### config.mk
export PLATFORM = sky130hd
export DESIGN_NAME = serializador_operandos_flat
export DESIGN_NICKNAME = d
export VERILOG_FILES = /design/src/rtl/serializador_operandos_if.sv /design/src/rtl/serializador_operandos.sv /design/src/flat_wrapper.sv
export SDC_FILE = /design/constraint.sdc
export NUM_CORES = 1
export LEC_CHECK = 0
export ABC_AREA = 1
export CORE_ASPECT_RATIO = 0.8
export CORE_UTILIZATION = 52
export CTS_BUF_LIST = sky130_fd_sc_hd__clkbuf_4 sky130_fd_sc_hd__clkbuf_8
export DETAILED_ROUTE_END_ITERATION = 10
export PLACE_DENSITY_LB_ADDON = 0.2
export REMOVE_ABC_BUFFERS = 1
export SLEW_MARGIN = 20
export SYNTH_ARGS = -nofsm -noshare
export SYNTH_HDL_FRONTEND = slang
export SYNTH_SLANG_ARGS = --single-unit
### constraint.sdc
create_clock -name clk -period 1.9 [get_ports clk]
set_clock_uncertainty 0.1 [all_clocks]
set_input_delay 0.19 -clock clk [delete_from_list [all_inputs] [get_ports clk]]
set_output_delay 0.19 -clock clk [all_outputs]
set_load 0.05 [all_outputs]
### src/rtl/serializador_operandos_if.sv
// Handshake bundle between the operand source, the serializer and the serial adder.
interface serializador_operandos_if #(
    parameter int WIDTH = 8
);
    logic             in_valid;
    logic             in_ready;
    logic [WIDTH-1:0] a_in;
    logic [WIDTH-1:0] b_in;
    logic             out_ready;
    logic             bit_valid;
    logic             a_bit;
    logic             b_bit;
    logic             bit_first;
    logic             bit_last;
    logic             busy;
    logic [7:0]       word_count;

    // Drives operands and consumes bit pairs (source plus adder side).
    modport master (
        output in_valid, a_in, b_in, out_ready,
        input  in_ready, bit_valid, a_bit, b_bit, bit_first, bit_last, busy, word_count
    );

    // The serializer itself.
    modport slave (
        input  in_valid, a_in, b_in, out_ready,
        output in_ready, bit_valid, a_bit, b_bit, bit_first, bit_last, busy, word_count
    );
endinterface

### src/rtl/serializador_operandos.sv
// Operand serializer: takes a parallel operand pair and presents it LSB-first,
// one bit pair per beat, with first/last strobes for the downstream serial adder.
//
// state | meaning
// ------+------------------------------------------------------------
// IDLE  | no word held, in_ready high, bit outputs forced to 0
// SHIFT | word in flight, current beat on a_bit/b_bit, busy high
module serializador_operandos #(
    parameter int WIDTH = 8
) (
    input  logic                    clk,
    input  logic                    rst,
    serializador_operandos_if.slave bus
);
    localparam int CW = $clog2(WIDTH);
    localparam logic [CW-1:0] LAST_BEAT = CW'(WIDTH - 1);

    typedef enum logic {IDLE, SHIFT} state_t;

    state_t           state_q;
    state_t           state_d;
    logic [WIDTH-1:0] a_sh;
    logic [WIDTH-1:0] b_sh;
    logic [CW-1:0]    cnt;
    logic [7:0]       word_cnt;

    logic shifting;
    logic is_last;
    logic consume;
    logic ready;
    logic accept;

    // Handshake decode and next-state selection.
    always_comb begin
        state_d  = state_q;
        shifting = (state_q == SHIFT);
        is_last  = shifting && (cnt == LAST_BEAT);
        consume  = shifting && bus.out_ready;
        // Ready on the consumed last beat is what allows zero-bubble reloads.
        ready    = !rst && (!shifting || (is_last && bus.out_ready));
        accept   = bus.in_valid && ready;
        case (state_q)
            IDLE:    if (accept) state_d = SHIFT;
            SHIFT:   if (consume && is_last) state_d = accept ? SHIFT : IDLE;
            default: state_d = IDLE;
        endcase
    end

    // State register.
    always_ff @(posedge clk) begin
        if (rst) state_q <= IDLE;
        else     state_q <= state_d;
    end

    // Shift registers, beat counter and completed-word counter.
    always_ff @(posedge clk) begin
        if (rst) begin
            a_sh     <= '0;
            b_sh     <= '0;
            cnt      <= '0;
            word_cnt <= '0;
        end else begin
            if (accept) begin
                a_sh <= bus.a_in;
                b_sh <= bus.b_in;
                cnt  <= '0;
            end else if (consume && !is_last) begin
                a_sh <= {1'b0, a_sh[WIDTH-1:1]};
                b_sh <= {1'b0, b_sh[WIDTH-1:1]};
                cnt  <= cnt + 1'b1;
            end
            if (consume && is_last) word_cnt <= word_cnt + 8'd1;
        end
    end

    assign bus.in_ready   = ready;
    assign bus.bit_valid  = shifting;
    assign bus.busy       = shifting;
    assign bus.a_bit      = shifting && a_sh[0];
    assign bus.b_bit      = shifting && b_sh[0];
    assign bus.bit_first  = shifting && (cnt == '0);
    assign bus.bit_last   = is_last;
    assign bus.word_count = word_cnt;
endmodule

### src/flat_wrapper.sv
// flat-port wrapper written by rule: the top's interface ports become plain ports
module serializador_operandos_flat 
#(
    parameter int WIDTH = 8
)
  (clk, rst, bus_in_valid, bus_a_in, bus_b_in, bus_out_ready, bus_in_ready, bus_bit_valid, bus_a_bit, bus_b_bit, bus_bit_first, bus_bit_last, bus_busy, bus_word_count);
  serializador_operandos_if #(.WIDTH(WIDTH)) bus_i ();
  input  logic clk;
  input  logic rst;
  input wire logic [$bits(bus_i.in_valid)-1:0] bus_in_valid;
  input wire logic [$bits(bus_i.a_in)-1:0] bus_a_in;
  input wire logic [$bits(bus_i.b_in)-1:0] bus_b_in;
  input wire logic [$bits(bus_i.out_ready)-1:0] bus_out_ready;
  output wire logic [$bits(bus_i.in_ready)-1:0] bus_in_ready;
  output wire logic [$bits(bus_i.bit_valid)-1:0] bus_bit_valid;
  output wire logic [$bits(bus_i.a_bit)-1:0] bus_a_bit;
  output wire logic [$bits(bus_i.b_bit)-1:0] bus_b_bit;
  output wire logic [$bits(bus_i.bit_first)-1:0] bus_bit_first;
  output wire logic [$bits(bus_i.bit_last)-1:0] bus_bit_last;
  output wire logic [$bits(bus_i.busy)-1:0] bus_busy;
  output wire logic [$bits(bus_i.word_count)-1:0] bus_word_count;
  assign bus_i.in_valid = bus_in_valid;
  assign bus_i.a_in = bus_a_in;
  assign bus_i.b_in = bus_b_in;
  assign bus_i.out_ready = bus_out_ready;
  assign bus_in_ready = bus_i.in_ready;
  assign bus_bit_valid = bus_i.bit_valid;
  assign bus_a_bit = bus_i.a_bit;
  assign bus_b_bit = bus_i.b_bit;
  assign bus_bit_first = bus_i.bit_first;
  assign bus_bit_last = bus_i.bit_last;
  assign bus_busy = bus_i.busy;
  assign bus_word_count = bus_i.word_count;
  serializador_operandos #(.WIDTH(WIDTH)) u_core (.clk(clk), .rst(rst), .bus(bus_i));
endmodule
==> results.cfg <==
[sta]
period_needed_ns = 1.84
fmax_mhz = 545
setup_violations = 0
post-route-period-util = 0.966
rsz0062_at_grt = no
finalMaxSlewViolations = 0
worstMarginPinSlew_ns = 0.492
max_slew_margin = 0.671
holdWs_ns = 0.385
timing.final.hold_violations = 0

[grt]
antenna_found_initial = 0
met1_usage = 0.315
grt_pass1_wl_mm = 5.59
use_met3 = 0.0477
grt_remaining_overflow = 0
top_usage_layer = met2
grt_pass1_vias = 1240
grt_util_met2 = 0.353
grt_max_degree = 32
grtUsageTotal = 0.225

[power_and_ir_drop]
power_density_nw_per_um2 = 591
leakagePower_nw = 0.895
p_total_mw = 1.23
peakVddDrop_mv = 0.497

[synth]
yosysWarnings = 0
syn_inst = 229
syn_area_um2 = 1540
ys_seq_elements = 28
synth_commonest_cells = nand2_1 (73), inv_1 (29), dfxtp_1 (28), a21oi_1 (27), nand3_1 (22)
syn_area_per_cell_um2 = 6.73
synthFlopType = dfxtp_1
ys_types = 19
synth_top_area_frac = 0.364
synth_edf_count = 0
yosys-top-cells-area = dfxtp_1 (36%), nand2_1 (18%), a21oi_1 (8.8%), nand3_1 (7.1%), inv_1 (7.1%)
postSynth.asyncResetShare = 0
yosysTopAreaCell = dfxtp_1
ys_seq_area_frac = 0.364
yosysMostFrequentCell = nand2_1

[place]
dp_hpwl_mm = 2.41
dp.cells = 299
place_area_um2 = 1980
port_buffers = 34
gp_congestion = 0.856

[finish]
layoutNonFillerInstCount = 306
area_growth_pct = 34.6
stdcell_area_um2 = 2070
fin_util = 0.744
final_layout_size_suffix_gt1_frac = 0.142
n_antenna_cell = 0
nets = 293

[worst_setup_path]
crit_chain = clkdlybuf4s50_1
critPathRequiredTime_ns = 1.61
crit_path_start_kind = flip-flop
critPathSlowestCell = clkdlybuf4s50_1
endpoint_kind = output port
critPathBufInv = 1
slowest_delay_ns = 0.84
path_class = reg -> out
crit_family = buffers and inverters
cp.arrival_ns = 1.55
crit_fanout = 6

[floorplan]
initial_core_util = 0.553
ios = 35
rows = 17
dieArea_um2 = 3190
die_x_um = 62.9
die_y_um = 50.7
core_um2 = 2790

[status]
status = complete, no violations

[detailed_routing]
drtPass1Iterations = 4
drtAntennaViolNets = 0
via_count = 1527
drt-initial-drc-count = 74
drc_errors = 0
vias_per_cell = 4.99
routed_wirelength_mm = 3.34
wire_per_inst_um = 10.9

[clocking]
clk_latency_ns = 0.27
tritoncts = built
cts.sinks = 28
cts_max_level = 1
root_buffer = clkbuf_8
cts_made_buffers = 3
path_clk_slew_ns = 0.09
clockBufferDepth = 2
ctsHoldBuffers = 0

[flow_run]
max_cap_viol_count = 0

[hold_path]
hold_class = in -> reg
[metal layers]
metal / vias up / part of all wire
li1: 815 / -
met1: 672 / 0.51
met2: 38 / 0.44
met3: 2 / 0.046
met4: 0 / 0.0048
met5: - / 0
[placed cells by master (no fill, tap or decap)]
cell	Yosys	layout
a21oi_1	27	26
a21oi_2	2	3
buf_12	0	5
buf_4	4	17
clkbuf_8	0	4
clkdlybuf4s50_1	0	27
dfxtp_1	28	26
dfxtp_2	0	2
ha_1	4	2
ha_2	0	1
ha_4	0	1
inv_1	29	29
inv_2	1	1
nand2_1	73	73
nand2_4	1	1
nand3_1	22	22
nand3_4	2	2
nand4_1	14	14
nor2_1	6	6
nor2_4	1	1
nor3_1	1	1
o21ai_0	4	4
[worst paths after layout]
| kind | cells past startpoint | startpoint | slack (ns) | end |
|---|---|---|---|---|
| worst max-delay path | 1 | u_core.bus.word_count[2] | 0.06 | bus_word_count[2] |
| worst min register to register | 2 | u_core.b_sh[7] | 0.39 | u_core.b_sh[7] |
| worst max register to register | 8 | u_core.cnt[0] | 0.20 | u_core.bus.word_count[5] |
| worst min-delay path | 3 | bus_a_in[7] | 0.39 | u_core.a_sh[7] |
[state kept, by name (all words and copies together) (netlist names)]
| name | count |
|---|---|
| u_core.bus.word_count | 8 |
| u_core.a_sh | 8 |
| u_core.bus.bit_valid | 1 |
| u_core.b_sh | 8 |
| u_core.cnt | 3 |
[layout make-up]
type / count / area [um2]
well taps: 38 / 47.5
repair buffers: 49 / 498
flip-flops and latches: 28 / 563
fillers: 227 / 712
inverters: 30 / 113
clock buffers: 4 / 55.1
multi-input cells: 157 / 798
[timing repair]
| item | CTS | global route |
|---|---|---|
| endpoints found under the setup margin | 1 | 3 |
| pin swaps | 0 | 1 |
| buffers inserted | 0 | 3 |
| endpoints found under the hold margin | 0 | 0 |
| gates resized for setup | 3 | 3 |
[kinds of logic after synthesis]
logic type               share of synthesized area
adder cells (fa/ha/maj)                     0.0325
flip-flops                                   0.364
AO/OA/AOI/OAI                                0.112
AND/OR/NAND/NOR                              0.361
buffers and inverters                        0.131
[power by group]
part           internal [mW]  switching [mW]
Combinational          0.106           0.127
Clock                  0.185           0.181
Sequential             0.611          0.0139
[through the flow]
| stage | worst slack [ns] | TNS (ns) |
|---|---|---|
| 6_report | 0.0648 | 0 |
| 5_1_grt | 0.00238 | 0 |
| 4_1_cts | 0.0104 | 0 |
| 3_5_place_dp | 0.0735 | 0 |
| 3_3_place_gp | 0.155 | 0 |
| 2_1_floorplan | -0.824 | -9.82 |
(Power assumes the default switching activity.)
